### src/rtl/tetris_pkg.sv
// Shared definitions for the tetris game sequencer, playfield board and display mux.
package tetris_pkg;
  localparam int DEF_BLOCK_SIZE = 20;
  localparam int DEF_COLS       = 24;
  localparam int DEF_ROWS       = 24;

  localparam logic [2:0] SHAPE_SQ   = 3'd0;
  localparam logic [2:0] SHAPE_HBAR = 3'd1;
  localparam logic [2:0] SHAPE_VBAR = 3'd2;

  typedef enum logic [2:0] {
    ST_SPAWN, ST_IDLE, ST_CHK_MV, ST_CHK_FALL, ST_LOCK, ST_CLEAR, ST_OVER
  } state_t;

  typedef enum logic [1:0] {MV_NONE, MV_LEFT, MV_RIGHT} move_t;

  function automatic int shape_width(input logic [2:0] s);
    case (s)
      SHAPE_SQ:   return 2;
      SHAPE_HBAR: return 4;
      default:    return 1;
    endcase
  endfunction

  function automatic int shape_height(input logic [2:0] s);
    case (s)
      SHAPE_SQ:   return 2;
      SHAPE_HBAR: return 1;
      default:    return 4;
    endcase
  endfunction
endpackage

### src/rtl/tetris_game_ctrl_tick_gen.sv
// Gravity divider: counts 0..GRAVITY_DIV-1 while enabled, one-cycle tick on wrap.
module tick_gen #(
  parameter int GRAVITY_DIV = 1000000
) (
  input  logic clk,
  input  logic rst,
  input  logic enable,
  output logic grav_tick
);
  localparam int CW = $clog2(GRAVITY_DIV);

  logic [CW-1:0] count;

  always_ff @(posedge clk) begin
    if (rst) begin
      count <= '0;
    end else if (enable) begin
      count <= (count == CW'(GRAVITY_DIV - 1)) ? '0 : count + CW'(1);
    end
  end

  assign grav_tick = enable && (count == CW'(GRAVITY_DIV - 1));
endmodule

### src/rtl/tetris_game_ctrl.sv
// Falling-piece sequencer: spawn, moves, gravity, lock, row clear, score and game-over.
module tetris_game_ctrl #(
  parameter int BLOCK_SIZE  = tetris_pkg::DEF_BLOCK_SIZE,
  parameter int COLS        = tetris_pkg::DEF_COLS,
  parameter int ROWS        = tetris_pkg::DEF_ROWS,
  parameter int SPAWN_COL   = 14,
  parameter int GRAVITY_DIV = 1000000,
  parameter int NUM_SHAPES  = 3
) (
  input  logic        iVGA_CLK,
  input  logic        start_over,
  input  logic        key_left,
  input  logic        key_right,
  output logic        chk_req,
  output logic [4:0]  chk_col,
  output logic [4:0]  chk_row,
  output logic [2:0]  chk_shape,
  input  logic        chk_ack,
  input  logic        chk_hit,
  output logic        lock_req,
  input  logic        lock_ack,
  output logic        clr_req,
  input  logic        clr_ack,
  input  logic [2:0]  clr_rows,
  output logic [9:0]  ref_x,
  output logic [9:0]  ref_y,
  output logic [2:0]  shape,
  output logic        stop,
  output logic [15:0] score,
  output logic        game_over
);
  import tetris_pkg::*;

  state_t      state, state_d;
  move_t       pend_mv, pend_mv_d;
  logic [4:0]  col, col_d, row, row_d;
  logic [2:0]  shape_d, next_shape, next_shape_d;
  logic [15:0] score_d;
  logic        chk_req_d, lock_req_d, clr_req_d, stop_d;
  logic [4:0]  chk_col_d, chk_row_d;
  logic [2:0]  chk_shape_d;
  logic        grav_pend, grav_pend_d, spawned, spawned_d, grav_tick;
  logic        chk_done, lock_done, clr_done;
  logic [16:0] score_sum;

  tick_gen #(.GRAVITY_DIV(GRAVITY_DIV)) u_tick (
    .clk       (iVGA_CLK),
    .rst       (start_over),
    .enable    (state != ST_OVER),
    .grav_tick (grav_tick)
  );

  // Handshake: req is registered and held with a stable payload until ack is
  // sampled high; it drops the following cycle. ack while req is low is ignored.
  assign chk_done  = chk_req & chk_ack;
  assign lock_done = lock_req & lock_ack;
  assign clr_done  = clr_req & clr_ack;
  assign score_sum = {1'b0, score} + 17'(clr_rows);
  assign game_over = (state == ST_OVER);

  always_comb begin
    state_d      = state;
    col_d        = col;
    row_d        = row;
    shape_d      = shape;
    next_shape_d = next_shape;
    score_d      = score;
    chk_req_d    = chk_req;
    chk_col_d    = chk_col;
    chk_row_d    = chk_row;
    chk_shape_d  = chk_shape;
    lock_req_d   = lock_req;
    clr_req_d    = clr_req;
    stop_d       = 1'b0;
    grav_pend_d  = grav_pend | grav_tick;
    pend_mv_d    = pend_mv;
    spawned_d    = spawned;
    case (state)
      ST_SPAWN: begin
        // First cycle loads the new piece and raises the spawn query.
        if (!spawned) begin
          col_d        = 5'(SPAWN_COL);
          row_d        = '0;
          shape_d      = next_shape;
          next_shape_d = (next_shape == 3'(NUM_SHAPES - 1)) ? '0 : next_shape + 3'd1;
          chk_req_d    = 1'b1;
          chk_col_d    = 5'(SPAWN_COL);
          chk_row_d    = '0;
          chk_shape_d  = next_shape;
          spawned_d    = 1'b1;
          grav_pend_d  = 1'b0;
        end else if (chk_done) begin
          chk_req_d = 1'b0;
          spawned_d = 1'b0;
          state_d   = chk_hit ? ST_OVER : ST_IDLE;
        end
      end
      ST_IDLE: begin
        if (pend_mv == MV_LEFT && col == '0) begin
          pend_mv_d = MV_NONE;
        end else if (pend_mv == MV_RIGHT && int'(col) + shape_width(shape) >= COLS) begin
          pend_mv_d = MV_NONE;
        end else if (pend_mv != MV_NONE) begin
          chk_req_d   = 1'b1;
          chk_col_d   = (pend_mv == MV_LEFT) ? col - 5'd1 : col + 5'd1;
          chk_row_d   = row;
          chk_shape_d = shape;
          state_d     = ST_CHK_MV;
        end else if (grav_pend) begin
          if (int'(row) + shape_height(shape) >= ROWS) begin
            lock_req_d  = 1'b1;
            grav_pend_d = grav_tick;
            state_d     = ST_LOCK;
          end else begin
            chk_req_d   = 1'b1;
            chk_col_d   = col;
            chk_row_d   = row + 5'd1;
            chk_shape_d = shape;
            state_d     = ST_CHK_FALL;
          end
        end
      end
      ST_CHK_MV: begin
        if (chk_done) begin
          chk_req_d = 1'b0;
          if (!chk_hit) col_d = chk_col;
          pend_mv_d = MV_NONE;
          state_d   = ST_IDLE;
        end
      end
      ST_CHK_FALL: begin
        if (chk_done) begin
          chk_req_d   = 1'b0;
          grav_pend_d = grav_tick;
          if (chk_hit) begin
            lock_req_d = 1'b1;
            state_d    = ST_LOCK;
          end else begin
            row_d   = row + 5'd1;
            state_d = ST_IDLE;
          end
        end
      end
      ST_LOCK: begin
        if (lock_done) begin
          lock_req_d = 1'b0;
          stop_d     = 1'b1;
          clr_req_d  = 1'b1;
          state_d    = ST_CLEAR;
        end
      end
      ST_CLEAR: begin
        if (clr_done) begin
          clr_req_d   = 1'b0;
          score_d     = score_sum[16] ? 16'hFFFF : score_sum[15:0];
          grav_pend_d = 1'b0;
          state_d     = ST_SPAWN;
        end
      end
      ST_OVER: begin
        grav_pend_d = 1'b0;
      end
      default: state_d = ST_SPAWN;
    endcase
    // Newest key pulse wins; simultaneous left+right cancels out.
    if (state != ST_OVER && (key_left ^ key_right)) begin
      pend_mv_d = key_left ? MV_LEFT : MV_RIGHT;
    end
  end

  always_ff @(posedge iVGA_CLK) begin
    if (start_over) begin
      state      <= ST_SPAWN;
      col        <= 5'(SPAWN_COL);
      row        <= '0;
      shape      <= SHAPE_SQ;
      next_shape <= SHAPE_HBAR;
      score      <= '0;
      chk_req    <= 1'b0;
      chk_col    <= '0;
      chk_row    <= '0;
      chk_shape  <= '0;
      lock_req   <= 1'b0;
      clr_req    <= 1'b0;
      stop       <= 1'b0;
      grav_pend  <= 1'b0;
      pend_mv    <= MV_NONE;
      spawned    <= 1'b0;
      ref_x      <= 10'(SPAWN_COL * BLOCK_SIZE);
      ref_y      <= '0;
    end else begin
      state      <= state_d;
      col        <= col_d;
      row        <= row_d;
      shape      <= shape_d;
      next_shape <= next_shape_d;
      score      <= score_d;
      chk_req    <= chk_req_d;
      chk_col    <= chk_col_d;
      chk_row    <= chk_row_d;
      chk_shape  <= chk_shape_d;
      lock_req   <= lock_req_d;
      clr_req    <= clr_req_d;
      stop       <= stop_d;
      grav_pend  <= grav_pend_d;
      pend_mv    <= pend_mv_d;
      spawned    <= spawned_d;
      ref_x      <= 10'(int'(col) * BLOCK_SIZE);
      ref_y      <= 10'(int'(row) * BLOCK_SIZE);
    end
  end
endmodule

### config.mk
export PLATFORM = sky130hd
export DESIGN_NAME = tetris_game_ctrl
export DESIGN_NICKNAME = d
export VERILOG_FILES = /design/src/rtl/tetris_pkg.sv /design/src/rtl/tetris_game_ctrl_tick_gen.sv /design/src/rtl/tetris_game_ctrl.sv
export SDC_FILE = /design/constraint.sdc
export NUM_CORES = 1
export LEC_CHECK = 0
export CELL_PAD_IN_SITES_DETAIL_PLACEMENT = 2
export CELL_PAD_IN_SITES_GLOBAL_PLACEMENT = 2
export CORE_ASPECT_RATIO = 1.4
export CORE_MARGIN = 3
export CORE_UTILIZATION = 33
export CTS_BUF_LIST = sky130_fd_sc_hd__clkbuf_16
export DETAILED_ROUTE_END_ITERATION = 8
export PLACE_DENSITY = 0.81
export SYNTH_ARGS = -nofsm -noshare
export SYNTH_HDL_FRONTEND = slang
export SYNTH_HIERARCHICAL = 1
export SYNTH_SLANG_ARGS = --single-unit
### constraint.sdc
create_clock -name iVGA_CLK -period 3.3 [get_ports iVGA_CLK]
set_input_delay 0.66 -clock iVGA_CLK [delete_from_list [all_inputs] [get_ports iVGA_CLK]]
set_output_delay 0.66 -clock iVGA_CLK [all_outputs]
set_load 0.02 [all_outputs]
# Word-level counts from Yosys, hierarchy flattened
# Cells that the tools add are included.
# word_totals
reg_bits,96
input_bits,11
output_inout_bits,57
wordCells,191
# classes
n_eq_ne,31
n_addsub,8
mux,92
n_mul,2
reduce_logical,27
n_lt_le_gt_ge,2
bitwise_logic,8
# op_table
op,count
2-to-1 mux 32 bit,7
2-to-1 mux 5 bit,17
adder 6 x 32 -> 32 bit,2
greater-or-equal comparator 32 x 6 -> 1 bit (second input constant),2
2-to-1 mux 3 bit,20
case mux 5 bit (2 select lines),4
inequality test 2 bit (second input constant),15
2-to-1 mux 1 bit,28
case mux 3 bit (7 select lines),1
adder 20 x 1 -> 20 bit (second input constant),1
equality test 20 bit (second input constant),1
2-to-1 mux 20 bit,1
case mux 3 bit (2 select lines),3
adder 16 x 3 -> 17 bit,1
multiplier 5 x 3 -> 8 bit (second input constant),2
2-to-1 mux 16 bit,1
inequality test 3 bit (second input constant),4
adder 5 x 1 -> 5 bit (second input constant),2
2-to-1 mux 2 bit,5
AND reduction 10 bit,1
nonzero test 2 bit,5
equality test 3 x 2 -> 1 bit (second input constant),3
equality test 3 bit (second input constant),3
AND reduction 9 bit,1
other kinds (24),40

# Depth between registers and ports, before layout
# Gate-level depths: netlist (run 1).
# depth
depth_word,18
mapped_depth,11
mapped_depth_nobuf,10

# Cells and area by module
# Netlist (run 1), hierarchy kept.
# by_module_without_submodules
module,seq_area_each_um2,n_inst,area_per_inst_um2,cells_each
tetris_game_ctrl,1441.4,1,3961.3,461
tick_gen,400.4,1,944.7,108

# Worst setup path after synthesis (run 1)
# OpenSTA, ideal clock, no wires.
# synth_timing
path_kind,flip-flop to flip-flop
from,reg shape[2]
to,reg pend_mv[0]
stages_incl_launch_ff,10
period_less_slack_ns,3.086
n_path_buf,0
arrival_ns,2.968
setup_ns,0.117
path_slack_ns,0.214
required_ns,3.183
path_cell_list,dfxtp_1 > or2_2 > nor2_1 > ha_1 > a21o_1 > or4_4 > a2111oi_4 > and4b_1 > o21a_1 > a32o_1
# synth_between
elab_chain_len,9
word_cells_on_any_way,10
cone_classes,add/sub (1); order compare (1); eq/ne (2); mux (3); reduce/logical (3)
# synth_rtl
item,line,source
start: declaration,tetris_game_ctrl.sv:27,"output logic [2:0] shape,"
start signal: assignment,tetris_game_ctrl.sv:195,shape <= shape_d;
equality test 3 x 1 -> 1 bit / logical NOT 3 bit (equally long branches),tetris_pkg.sv:18,case (s)
case mux 3 bit (2 select lines) (*),tetris_pkg.sv:18,
2-to-1 mux 32 bit (*),tetris_game_ctrl.sv:99,if (pend_mv == MV_LEFT && col == '0) begin
2-to-1 mux 32 bit (*),tetris_game_ctrl.sv:78,case (state)
adder 6 x 32 -> 32 bit (*),tetris_game_ctrl.sv:101,end else if (pend_mv == MV_RIGHT && int'(col) + shape_width(shape) >= COLS) begin
greater-or-equal comparator 32 x 6 -> 1 bit (*),tetris_game_ctrl.sv:101,
logical AND 1 bit (*),tetris_game_ctrl.sv:101,
inequality test 4 bit (no line) (*),n/a,
AND reduction 3 bit (no line) (*),n/a,
end signal: assignment,tetris_game_ctrl.sv:206,pend_mv <= pend_mv_d;
end: declaration,tetris_game_ctrl.sv:35,"move_t pend_mv, pend_mv_d;"
# Every way passes the cells marked *; elsewhere a longest branch is shown, timed or not. The select of a mux whose other input is x is not followed.
# A chain may end at the register's enable or synchronous reset.

# Worst setup path in the final report (run 1)
# layout_timing
from,reg shape[2]
to,reg state[1]
# layout_between
elab_chain_len,15
word_cells_on_any_way,24
cone_classes,add/sub (2); order compare (2); eq/ne (2); mux (15); reduce/logical (3)
# layout_rtl
item,line,source
equality test 3 x 1 -> 1 bit / logical NOT 3 bit (equally long branches),"tetris_pkg.sv:18, tetris_pkg.sv:26",
case mux 3 bit (2 select lines),tetris_pkg.sv:26,case (s)
2-to-1 mux 32 bit,tetris_game_ctrl.sv:109,end else if (grav_pend) begin
2-to-1 mux 32 bit,tetris_game_ctrl.sv:103,end else if (pend_mv != MV_NONE) begin
2-to-1 mux 32 bit,tetris_game_ctrl.sv:101,
2-to-1 mux 32 bit,tetris_game_ctrl.sv:99,
2-to-1 mux 32 bit,tetris_game_ctrl.sv:78,
adder 6 x 32 -> 32 bit,tetris_game_ctrl.sv:110,if (int'(row) + shape_height(shape) >= ROWS) begin
greater-or-equal comparator 32 x 6 -> 1 bit,tetris_game_ctrl.sv:110,
2-to-1 mux 3 bit,tetris_game_ctrl.sv:110,
2-to-1 mux 3 bit,tetris_game_ctrl.sv:109,
2-to-1 mux 3 bit,tetris_game_ctrl.sv:103,
2-to-1 mux 3 bit,tetris_game_ctrl.sv:101,
2-to-1 mux 3 bit,tetris_game_ctrl.sv:99,
case mux 3 bit (7 select lines),tetris_game_ctrl.sv:78,
end signal: assignment,tetris_game_ctrl.sv:192,state <= state_d;
end: declaration,tetris_game_ctrl.sv:34,"state_t state, state_d;"
# Several ways; a longest one is shown, not always the timed one. The select of a mux whose other input is x is not followed.

==> results.py, run 1 <==
metrics = {
    "outcome": {
        "status": "finished, final reports clean",
    },
    "sta": {
        "holdWs_ps": 477,
        "worstMarginPinSlew_ps": 949,
        "rsz0062_at_grt": "no",
        "clock_skew_ps": 7.02,
        "fmax_mhz": 320,
        "fin_crit_ps": 3130,
        "final_max_slew_viol_count": 0,
        "fin_setup_tns_ps": 0,
        "relSlewSlack_pct": 36.2,
        "hold_viol": 0,
        "finalCritPeriodShare_pct": 94.8,
        "setup_violations": 0,
    },
    "grt": {
        "grt_pass1_vias": 4962,
        "met1_usage_pct": 21.8,
        "grt_use_met3_pct": 2.57,
        "top_usage_layer": "met2",
        "grt_pass1_wl_um": 26100,
        "grtUsageMet2_pct": 39.6,
        "grt_overflow": 0,
        "grt_usage_pct": 20.2,
        "grt_max_degree": 59,
        "antenna_found_initial": 0,
    },
    "critical_path": {
        "critPathMaxFanout": 5,
        "reg2reg_setup_slack_ps": 170,
        "endpoint_kind": "flip-flop",
        "worstPathArrival_ps": 3340,
        "required_ps": 3510,
        "start_kind": "flip-flop",
        "path_class": "flip-flop to flip-flop",
    },
    "route": {
        "first_iter_violations": 163,
        "dr.pass1.iters": 4,
        "drc": 0,
        "drt_wl_total_um": 16100,
        "via_count": 4528,
        "vias_per_cell": 5.50,
        "wire_per_inst_um": 19.5,
        "drtAntennaViolNets": 0,
    },
    "yosys": {
        "synthAdderAreaFrac_pct": 9.08,
        "ys_types": 61,
        "synth_xor_area_share_pct": 6.43,
        "seq_area_frac_synth_pct": 37.5,
        "synth-edff-count": 0,
        "synth_simple_gate_area_share_pct": 23.3,
        "syn_inst": 569,
        "synth_mux_area_share_pct": 1.43,
        "ys.flop_type": "dfxtp_1",
        "yosysWarnings": 6,
        "synth_compound_area_share_pct": 17.5,
        "synth_area_um2": 4910,
        "synth_seq_cells": 92,
        "synthArstFlopShare_pct": 0,
        "synth_top_family_by_area": "simple AND/OR/NAND/NOR gates",
        "syn_avg_cell_area_um2": 8.62,
    },
    "power": {
        "power_density_nw_per_um2": 545,
        "power.leakage_nw": 2.31,
        "ir_drop_v": 0.000322,
    },
    "clocking": {
        "cts.path.max_buffers": 2,
        "root_buffer": "clkbuf_16",
        "clk_latency_ps": 350,
        "ctsHoldBuffers": 0,
        "path_clk_slew_ps": 70,
        "post_cts_buffers": 0,
        "cts_sinks": 92,
        "numCtsBuffers": 9,
        "ctsHtreeMaxLevel": 3,
        "cts_tree": "yes",
    },
    "floorplan": {
        "die-height_um": 150,
        "rows": 52,
        "coreArea_um2": 14500,
        "dieArea_um2": 16400,
        "pin_count": 68,
        "start_util_pct": 33.8,
        "die_x_um": 109,
    },
    "finish": {
        "multi_input_area_um2": 2850,
        "seq_area_um2": 1840,
        "areaGrowthSynthToFinish_pct": 23.3,
        "final.fill_count": 1612,
        "nNetsFinal": 672,
        "antennaDiodeCount": 0,
        "drive_above_1_share_pct": 8.20,
    },
    "placed_design": {
        "gp_congestion": 0.781,
        "port_buffers": 63,
        "dp_hpwl_um": 11700,
    },
    "flow_run": {
        "max_cap_viol_count": 0,
    },
    "worst_hold_path": {
        "hold_class": "flip-flop to flip-flop",
    },
}
-- cell type report --
| class | count | area share, % |
|---|---|---|
| clock buffers | 9 | 3.72 |
| clock inverters | 7 | 1.37 |
| inverters | 22 | 1.37 |
| multi-input cells | 427 | 47.1 |
| flip-flops and latches | 92 | 30.4 |
| well taps | 189 | 3.91 |
| repair buffers | 77 | 12.1 |
-- worst max-delay path: stages (launching register included) --
cell	delay (ps)
dfxtp_1	340
or2_2	350
nor2_1	160
ha_1	250
a21o_1	200
or4_4	490
a2111oi_4	480
a211o_1	330
mux2i_1	300
nor2_1	70
-- through the flow --
| stage | util (%) | total power, mW | cell area, µm² | setup slack [ps] | cells |
|---|---|---|---|---|---|
| 2_1_floorplan | - | 1.86 | 4920 | 214 | 572 |
| 3_3_place_gp | 39.5 | 2.14 | 5740 | 302 | 807 |
| 3_5_place_dp | 39.5 | 2.20 | 5740 | 160 | 807 |
| 4_1_cts | 41.7 | 3.32 | 6040 | 88.7 | 823 |
| 5_1_grt | 41.7 | 3.46 | 6050 | 37.3 | 823 |
| 6_report | 41.7 | 3.30 | 6050 | 173 | 823 |
-- worst paths after layout --
| path | startpoint | end | cells past startpoint |
|---|---|---|---|
| hold reg to reg | u_tick/count[19]$_SDFFE_PP0P_ | u_tick/count[19]$_SDFFE_PP0P_ | 2 |
| setup reg to reg | shape[2]$_SDFFE_PP0P_ | state[1]$_SDFFE_PP0P_ | 9 |
| setup / recovery | shape[2]$_SDFFE_PP0P_ | state[1]$_SDFFE_PP0P_ | 9 |
| hold / removal | u_tick/count[19]$_SDFFE_PP0P_ | u_tick/count[19]$_SDFFE_PP0P_ | 2 |
-- power breakdown --
part	switching [mW]	total (mW)	internal [mW]	leakage, nW
combinational	0.556	0.903	0.347	1.42
sequential	0.106	1.30	1.19	0.746
clock	0.497	1.10	0.602	0.145
total	1.16	3.30	2.14	2.31
-- cells in the final DEF (no fill, tap or decap), types with 12 or more instances in the layout --
master           Yosys  routed
a21oi_1             51      50
nor3_1              12      12
nand2_1             40      40
ha_1                26      26
xnor2_1             15      15
o21ai_0             25      25
dfxtp_1             92      92
clkdlybuf4s50_1      0      62
and3_1              13      13
buf_4                5      14
inv_1               22      22
nor2_1              57      57
xor2_1              21      21
nand4_1             16      16
nand3_1             15      15
-- flip-flops by register name, indices dropped and copies added (netlist names), 5 cells and up --
signal and count:
ref_y 8, ref_x 8, chk_row 5, col 5, u_tick/count 20, chk_col 5, row 5, score 16
-- Yosys cell counts (3+ instances only) --
cell type / n / area [µm²]
dfxtp_1: 92 / 1840
nor2_1: 57 / 214
a21oi_1: 51 / 255
nand2_1: 40 / 150
ha_1: 26 / 325
o21ai_0: 25 / 125
inv_1: 22 / 82.6
clkbuf_1: 21 / 78.8
xor2_1: 21 / 184
nand4_1: 16 / 100
nand3_1: 15 / 75.1
xnor2_1: 15 / 131
and3_1: 13 / 81.3
nor3_1: 12 / 60.1
a311oi_1: 10 / 87.6
nor2b_1: 10 / 62.6
or3_1: 10 / 62.6
a21o_1: 7 / 52.6
mux2i_1: 7 / 70.1
o31ai_1: 7 / 52.6
fa_1: 6 / 120
nor4_1: 6 / 37.5
buf_4: 5 / 37.5
or2_2: 5 / 31.3
or4_1: 5 / 37.5
a211oi_1: 4 / 30.0
a31o_2: 4 / 35.0
and4_1: 4 / 35.0
buf_2: 4 / 20.0
nand2b_1: 4 / 25.0
nand3b_1: 3 / 22.5
nor3b_1: 3 / 22.5
o211ai_1: 3 / 22.5
-- metal layers --
layer  wire length, µm  vias to the layer above
met4               391                        0
met2              9150                       61
met5                 0                        -
li1                  -                     2155
met1              6210                     2287
met3               306                       25
-- cell families after synthesis --
logic type      after synthesis
compound gates              131
xor+xnor                     36
fa+ha+maj                    32
buf+inv                      53
flops                        92
mux                           7
other cells                   1
simple gates                217
-- timing repair --
action,4_1_cts,5_1_grt
hold endpoints to repair,0,0
endpoints found under the setup margin,0,7
gates resized for setup,0,2
(Power assumes the default switching activity.)
==> run 2: changes to the inputs <==
Settings changed: ABC_AREA set to 1, CAP_MARGIN set to 40, CORE_UTILIZATION 33 to 32, PLACE_DENSITY 0.81 to 0.83.
==> run 2 against run 1 <==
Total power increased by 34%. Worst setup slack improved by 310 ps. Design area increased by 10%. Synthesized cell count increased by 38%. Combinational power increased by 110%. Critical path type is now flip-flop to output pin. Largest power group is now combinational logic.
==> results.py, run 2 <==
metrics = {
    "placed_design": {
        "port_buffers": 63,
        "dp_hpwl_um": 14200,
        "place_ws_ps": 371,
        "placed_cells": 1065,
        "dpl_cell_area_um2": 6360,
        "gp_congestion": 0.852,
    },
    "critical_path": {
        "critical_path.top_delay_family": "buffers and inverters",
        "crit_buf_inv": 2,
        "required_ps": 2640,
        "cp_cell_sequence": "inv_2 > nor2_2 > clkdlybuf4s50_1",
        "path_class": "flip-flop to output pin",
        "worstPathArrival_ps": 2150,
        "cp_slowest_cell": "dfxtp_1",
        "reg2reg_setup_slack_ps": 710,
        "critPathMaxFanout": 12,
        "critPathMaxStageDelay_ps": 660,
        "start_kind": "flip-flop",
        "endpoint_kind": "output pin",
    },
    "sta": {
        "rsz0062_at_grt": "no",
        "layout_setup_ws_ps": 487,
        "fin_crit_ps": 2810,
        "setup_violations": 0,
        "hold_viol": 0,
        "final_max_slew_viol_count": 0,
        "fin_setup_tns_ps": 0,
        "clock_skew_ps": 8.13,
        "worstMarginPinSlew_ps": 603,
        "finalCritPeriodShare_pct": 85.2,
        "relSlewSlack_pct": 59.8,
        "fmax_mhz": 356,
    },
    "finish": {
        "nNetsFinal": 887,
        "largest_register_ffs": 20,
        "final_common_cell": "nand2_1",
        "top_regs": "u_tick/count (20), score (16)",
        "fin_cells": 1081,
        "antennaDiodeCount": 0,
        "final.fill_count": 2021,
        "drive_above_1_share_pct": 10.2,
        "areaGrowthSynthToFinish_pct": 20.3,
        "multi_input_area_um2": 3150,
        "final_cell_area_um2": 6670,
        "seq_area_um2": 1840,
        "mostFrequentLayoutCells": "nand2_1, inv_1, nor2_1",
        "largest-register": "u_tick/count",
    },
    "grt": {
        "grt_max_degree": 49,
        "grt_usage_pct": 20.5,
        "grt_pass1_wl_um": 30800,
        "grt_overflow": 0,
        "grt_pass1_vias": 6147,
        "antenna_found_initial": 0,
    },
    "yosys": {
        "yosysWarnings": 6,
        "synthTopCellsByArea": "dfxtp_1, nand2_1, nor2_1",
        "synthAdderAreaFrac_pct": 8.04,
        "yosysTopAreaCell": "dfxtp_1",
        "syn_inst": 784,
        "ys.flop_type": "dfxtp_1",
        "syn_avg_cell_area_um2": 7.07,
        "synth_compound_area_share_pct": 11.0,
        "synth_common_cells": "nand2_1, nor2_1, inv_1",
        "synth-edff-count": 0,
        "synth_seq_cells": 92,
        "synth_simple_gate_area_share_pct": 34.8,
        "synth_top_area_share_pct": 33.2,
        "synthArstFlopShare_pct": 0,
        "ys_types": 54,
        "seq_area_frac_synth_pct": 33.2,
        "synth_area_um2": 5540,
        "synth_xor_area_share_pct": 2.53,
        "synth_mux_area_share_pct": 0.181,
        "synth_top_family_by_area": "simple AND/OR/NAND/NOR gates",
        "yosysMostFrequentCell": "nand2_1",
    },
    "floorplan": {
        "dieArea_um2": 19000,
        "die-height_um": 162,
        "rows": 56,
        "pin_count": 68,
        "die_x_um": 117,
        "start_util_pct": 32.8,
        "coreArea_um2": 16900,
    },
    "clocking": {
        "ctsHtreeMaxLevel": 3,
        "ctsHoldBuffers": 0,
        "clk_latency_ps": 350,
        "path_clk_slew_ps": 70,
        "numCtsBuffers": 9,
        "post_cts_buffers": 0,
        "ctsResizeCount": 0,
        "root_buffer": "clkbuf_16",
        "cts_tree": "yes",
        "cts_sinks": 92,
        "cts.path.max_buffers": 2,
    },
    "route": {
        "via_count": 5445,
        "wire_per_inst_um": 17.1,
        "vias_per_cell": 5.04,
        "drc": 0,
        "drt_wl_total_um": 18400,
        "drtAntennaViolNets": 0,
        "first_iter_violations": 201,
        "dr.pass1.iters": 4,
    },
    "power": {
        "comb_power_share_pct": 42.3,
        "power.leakage_nw": 2.79,
        "power.share.clock_pct": 25.0,
        "p_switching_mw": 1.83,
        "power_density_nw_per_um2": 664,
        "p_total_mw": 4.43,
        "p_int_mw": 2.60,
        "ir_drop_v": 0.000239,
        "p_seq_share_pct": 32.7,
        "p_sw_share_pct": 41.3,
    },
    "outcome": {
        "status": "finished, final reports clean",
    },
    "worst_hold_path": {
        "hold_class": "flip-flop to flip-flop",
    },
    "flow_run": {
        "max_cap_viol_count": 0,
    },
}
-- run 2: worst paths after layout --
kind	endpoint	cells after the start	start
max	game_over	3	state[2]$_SDFFE_PP0P_
min	shape[1]$_SDFFE_PP0P_	2	shape[1]$_SDFFE_PP0P_
max reg2reg	chk_row[0]$_SDFFE_PP0P_	14	shape[1]$_SDFFE_PP0P_
min reg2reg	shape[1]$_SDFFE_PP0P_	2	shape[1]$_SDFFE_PP0P_
-- run 2: kinds of logic (layout without fill, tap and decap cells) --
kind of cell,after synthesis,in the layout
simple gates,401,401
mux,1,1
compound gates,109,109
other cells,1,4
fa+ha+maj,32,32
buf+inv,132,194
xor+xnor,16,16
flops,92,92
-- run 2: power groups by stage --
stage / registers (mW) / clock network [mW] / logic (mW)
6_report: 1.45 / 1.11 / 1.87
4_1_cts: 1.45 / 1.14 / 1.90
3_3_place_gp: 1.46 / 0 / 1.77
3_5_place_dp: 1.48 / 0 / 1.88
2_1_floorplan: 1.56 / 0 / 1.18
5_1_grt: 1.48 / 1.19 / 2.13
-- run 2: worst register-to-register path: stages (launching register included) --
cell and delay [ps]:
dfxtp_1 370, inv_1 80, nand2_1 180, nor2_1 110
ha_1 230, fa_1 380, nand2_1 100, inv_1 70
nand3_1 100, nand2_1 110, nand4_4 120, nand4_4 340
nand2_1 180, nand2_1 70, nor2_1 110
-- run 2: layout make-up --
class / instances / area share (%)
Multi-Input combinational cell: 563 / 47.3
Clock buffer: 9 / 3.38
Tap cell: 232 / 4.35
Clock inverter: 7 / 1.26
Sequential cell: 92 / 27.6
Timing Repair Buffer: 66 / 9.72
Inverter: 112 / 6.40
-- run 2: layer usage --
layer / wire, µm / up-vias / GRT usage, %
li1: - / 2633 / -
met3: 395 / 35 / 2.94
met4: 514 / 0 / 7.82
met1: 7250 / 2708 / 22.3
met5: 0 / - / 0
met2: 10300 / 69 / 38.9
-- run 2: metrics by stage --
step / hold WS, ps / utilization (%)
final: 506 / 39.5
after global routing: 543 / 39.5
after CTS: 519 / 39.5
after detailed placement: 506 / 37.6
after global placement: 480 / 37.6
after floorplan: 457 / -
==> variant 1, RTL diff (flow settings as in run 1) <==
Make the reset (`rst`) asynchronous in one clocked block.
--- a/src/rtl/tetris_game_ctrl_tick_gen.sv
+++ b/src/rtl/tetris_game_ctrl_tick_gen.sv
@@ -11,7 +11,7 @@
 
   logic [CW-1:0] count;
 
-  always_ff @(posedge clk) begin
+  always_ff @(posedge clk or posedge rst) begin
     if (rst) begin
       count <= '0;
     end else if (enable) begin
Function: same outputs for any inputs over 10 cycles, from zero or initial values; that may be too few to reach the edited logic, so the function may still have changed.
==> variant 1 against run 1 <==
Die area is 1.5% higher; total power is 1.9% higher; area after synthesis is 1.6% higher; core utilization is 0.11 points lower; worst setup slack better by 0.0043 ns; sequential cell count stayed put; via count is 0.57% lower; wire length is 0.50% lower; design area is 0.64% higher; critical path type unchanged; largest cell class unchanged; highest routed layer unchanged.
==> variant 1: results <==
{
  "status": "completed",
  "synth_seq_area_share_pct": 39.0,
  "worst-endpoint-arrival_ns": 3.37,
  "drive_gt1_share_pct": 8.12,
  "synth.area.top_cells": "sky130_fd_sc_hd__dfxtp_1, sky130_fd_sc_hd__dfrtp_1, sky130_fd_sc_hd__ha_1",
  "gp_routability_congestion": 0.828,
  "insertedDiodeCount": 0,
  "grt_use_total_pct": 20.4,
  "relSlewSlack_pct": 39.3,
  "path_clk_slew_ns": 0.07,
  "power.switching_uw": 1220,
  "num_vias": 4502,
  "critical-path-top-delay-family": "compound AO/OA/AOI/OAI gates",
  "hold_path_class": "flip-flop to flip-flop",
  "grt_pass1_wl_um": 26600,
  "netlist-cell-type-count": 66,
  "dr.first_iter.drc_count": 133,
  "clock_tree.buffer_depth": 2,
  "asyncSetResetFlopFracSynth_pct": 21.7,
  "post_cts.repair.setup_buffers": 0,
  "ys_warn_count": 6,
  "grt_pass1_vias": 5074,
  "cts_h_tree_lvls": 3,
  "cts_root_buf": "sky130_fd_sc_hd__clkbuf_16",
  "fillerInstances": 1619,
  "top_cells_by_count_synth": "sky130_fd_sc_hd__dfxtp_1, sky130_fd_sc_hd__nor2_1, sky130_fd_sc_hd__a21oi_1, sky130_fd_sc_hd__nand2_1, sky130_fd_sc_hd__ha_1",
  "p_leak_uw": 0.00238,
  "timing.rr.end": "chk_col[1]",
  "finalClockSkew_ns": 0.00860,
  "grt_max_degree": 35,
  "drt_pass1_iterations": 4,
  "dp_worst_setup_slack_ns": 0.126,
  "worstRegToRegCells": 9,
  "buffer_ports.inserted": 63,
  "antenna_found_initial": 0,
  "routed_wirelength_um": 16000,
  "cts_made_buffers": 9,
  "worst_setup_start_kind": "flip-flop",
  "path_max_fanout": 10,
  "ir_worst_vdd_uv": 239,
  "reg_top3": "u_tick/count: 20 flops, score: 16 flops",
  "regToRegSetupSlack_ns": 0.18,
  "holdPathStages": 2,
  "detailedPlacementHpwl_um": 12200,
  "regToRegStartpoint": "shape[2]",
  "holdCritStartpoint": "clr_req",
  "cpPeakStageDelay_ns": 0.50,
  "insertion_delay_of_the_later_clocked_pin_in_the_worst_skew_pair_ns": 0.34,
  "min_delay_endpoint": "clr_req",
  "design.final.nets": 666,
  "crit_path_top_delay_cell": "sky130_fd_sc_hd__or4_4"
}
==> variant 1: cell count changes after synthesis, sizes merged, moves of 3 or more <==
cell / delta
dfrtp: +20
dfxtp: -20
xnor2: +8
xor2: -7
o31ai: -4
a21oi: -3
nor3: +3
==> variant 1: tightest hold or removal path, stage by stage, from the launching register on <==
cell and delay (ns):
sky130_fd_sc_hd__dfxtp_1 0.33, sky130_fd_sc_hd__inv_1 0.06, sky130_fd_sc_hd__a211oi_1 0.06
==> variant 1: cells by family after synthesis <==
family | after synthesis | share of synthesized area [%]
xor gates and xnor gates | 37 | 6.50
other | 1 | 0.0752
DFF | 92 | 39.0
buffers and inverters | 50 | 4.34
muxes | 9 | 1.81
and+or+nand+nor | 215 | 23.2
adders and majority gates | 32 | 8.94
AOI/OAI and AO/OA | 125 | 16.2
==> variant 1: cell type report <==
cell class / count / area (um^2) / share of cell area [%]
multi-input combinational: 422 / 2840 / 46.7
clock buffer: 9 / 225 / 3.70
inverter: 22 / 82.6 / 1.36
sequential: 92 / 1940 / 31.9
timing repair buffer: 76 / 723 / 11.9
tap: 189 / 236 / 3.88
clock inverter: 7 / 37.5 / 0.617
==> variant 1: worst max-delay path by stage <==
stage	to	slack (ns)	cells past startpoint
after detailed placement	chk_shape[1]	0.13	9
after global routing	chk_col[1]	0.008	9
after floorplan	pend_mv[0]	0.21	9
after CTS	chk_col[1]	0.09	9
final	chk_col[1]	0.18	9
after global placement	chk_col[2]	0.35	9
==> variant 1: per-layer routing <==
layer | GRT usage [%] | wire length [um] | up-vias | part of all wire, %
met2 | 38.4 | 8840 | 83 | 55
met1 | 22.3 | 6150 | 2262 | 38
met4 | 7.55 | 436 | 0 | 2.7
met3 | 3.41 | 546 | 34 | 3.4
met5 | 0 | 0 | - | 0
li1 | - | - | 2123 | -
==> variant 1: per-stage QoR <==
stage / util [%] / hold slack (ns) / cell area, um^2 / std cells
floorplan: - / 0.460 / 4990 / 564
global placement: 39.8 / 0.463 / 5820 / 801
detailed placement: 39.8 / 0.487 / 5820 / 801
CTS: 41.6 / 0.503 / 6080 / 817
global route: 41.6 / 0.514 / 6090 / 817
finish: 41.6 / 0.494 / 6090 / 817
==> variant 1: what timing repair did <==
| item | in CTS | in global routing |
|---|---|---|
| gates resized for setup | 0 | 2 |
| endpoints found under the setup margin | 0 | 8 |
| endpoints found under the hold margin | 0 | 0 |
==> variant 1: power by group through the flow <==
stage	sequential [uW]	combinational, uW	clock (uW)
after floorplan	1420	632	0
after global placement	1400	954	0
after detailed placement	1420	1030	0
after CTS	1390	1040	968
after global routing	1410	1150	1020
final	1390	1030	941
==> variant 2, RTL diff (flow settings as in run 1) <==
Without the edit above. `GRAVITY_DIV` is set to 1000000 in 2 places; all go to 250000.
--- a/src/rtl/tetris_game_ctrl_tick_gen.sv
+++ b/src/rtl/tetris_game_ctrl_tick_gen.sv
@@ -1,6 +1,6 @@
 // Gravity divider: counts 0..GRAVITY_DIV-1 while enabled, one-cycle tick on wrap.
 module tick_gen #(
-  parameter int GRAVITY_DIV = 1000000
+  parameter int GRAVITY_DIV = 250000
 ) (
   input  logic clk,
   input  logic rst,
--- a/src/rtl/tetris_game_ctrl.sv
+++ b/src/rtl/tetris_game_ctrl.sv
@@ -4,7 +4,7 @@
   parameter int COLS        = tetris_pkg::DEF_COLS,
   parameter int ROWS        = tetris_pkg::DEF_ROWS,
   parameter int SPAWN_COL   = 14,
-  parameter int GRAVITY_DIV = 1000000,
+  parameter int GRAVITY_DIV = 250000,
   parameter int NUM_SHAPES  = 3
 ) (
   input  logic        iVGA_CLK,
Function: no difference found for any inputs over 10 cycles, from zero or initial values; that may be too few to reach the edited logic, so the function may still have changed.
==> variant 2 against run 1 <==
Cell count down 0.97%; area after synthesis fell by 1.1%; sequential cell count shrank 2; global-route usage decreased by 0.078 points; count of clock-buffer cells in the layout stayed put; design area is 0.89% lower; wire length is 3.1% lower; sequential share of layout area decreased by 0.39 points; first-iteration DRC count decreased by 13%; worst setup slack improved by 0.056 ns; critical path depth unchanged; synthesized cell count fell by 1.6%; combinational power decreased by 1%; total power fell by 3.8%.
==> variant 2: results <==
{
  "clockNetworkPower_uw": 1010,
  "power.combinational.total_uw": 891,
  "worst_hold_slack_ns": 0.484,
  "p_leak_uw": 0.00228,
  "grt_pass1_wl_um": 25900,
  "top_cells_by_count_synth": "sky130_fd_sc_hd__dfxtp_1, sky130_fd_sc_hd__nor2_1, sky130_fd_sc_hd__a21oi_1, sky130_fd_sc_hd__nand2_1, sky130_fd_sc_hd__ha_1",
  "met2_length_um": 8690,
  "synth.area.top_cells": "sky130_fd_sc_hd__dfxtp_1, sky130_fd_sc_hd__ha_1, sky130_fd_sc_hd__a21oi_1",
  "ys_warn_count": 6,
  "power.switching_uw": 1080,
  "timing.final.crit_share_pct": 93.1,
  "post_cts.repair.setup_buffers": 0,
  "synth_seq_area_share_pct": 37.1,
  "use_met1_pct": 22.2,
  "drive_gt1_share_pct": 8.73,
  "detailedPlacementHpwl_um": 11500,
  "finalClockSkew_ns": 0.00796,
  "avgRoutedWirePerCell_um": 19.1,
  "gp_routability_congestion": 0.830,
  "ys.flop_type": "sky130_fd_sc_hd__dfxtp_1",
  "path_clk_slew_ns": 0.06,
  "netlist-cell-type-count": 65,
  "drt-met1-wl_um": 6140,
  "grt_max_degree": 58,
  "dr.first_iter.drc_count": 141,
  "syn_inst": 560,
  "post_dp_cell_area_um2": 5710,
  "num_vias": 4468,
  "regToRegSetupSlack_ns": 0.23,
  "ir_worst_vdd_uv": 235,
  "global_route.usage.met2_pct": 38.5,
  "status": "completed",
  "design.final.nets": 668,
  "reg_top3": "u_tick/count: 18 flops, score: 16 flops",
  "relSlewSlack_pct": 37.1,
  "grt_use_total_pct": 20.1,
  "grt_pass1_vias": 4996,
  "dr.max_layer_used": "met4",
  "routed_wirelength_um": 15600,
  "power.combinational.fraction_pct": 28.1,
  "worst-endpoint-arrival_ns": 3.31,
  "path_max_fanout": 10,
  "wl_met3_um": 449,
  "grtUsageMet3_pct": 3.58,
  "fillerInstances": 1613,
  "dp_worst_setup_slack_ns": 0.113,
  "numPlacedInstances": 799,
  "critical-path-top-delay-family": "compound AO/OA/AOI/OAI gates"
}
==> variant 2: final cells by class <==
type,instances,area (um^2),area share (%)
tap,185,231,3.86
clock buffer,9,225,3.76
clock inverter,7,63.8,1.06
inverter,23,86.3,1.44
sequential,90,1800,30.1
multi-input combinational,422,2840,47.4
timing repair buffer,79,746,12.4
==> variant 2: cells by family (layout without fill, tap and decap cells) <==
family | count (synthesis) | in the layout | synth area share, %
AND/OR/NAND/NOR | 217 | 217 | 23.8
AO/OA/AOI/OAI | 125 | 125 | 17.1
flip-flops | 90 | 90 | 37.1
buffers and inverters | 51 | 118 | 4.59
XOR/XNOR | 37 | 37 | 6.68
adder cells (fa/ha/maj) | 32 | 32 | 9.18
multiplexers | 7 | 7 | 1.44
other | 1 | 4 | 0.0773
==> variant 2: final timing paths <==
check / start / endpoint / cells after the start
setup / recovery: shape[2] / chk_shape[0] / 9
hold / removal: clr_req / clr_req / 2
hold reg to reg: clr_req / clr_req / 2
setup reg to reg: shape[2] / chk_shape[0] / 9
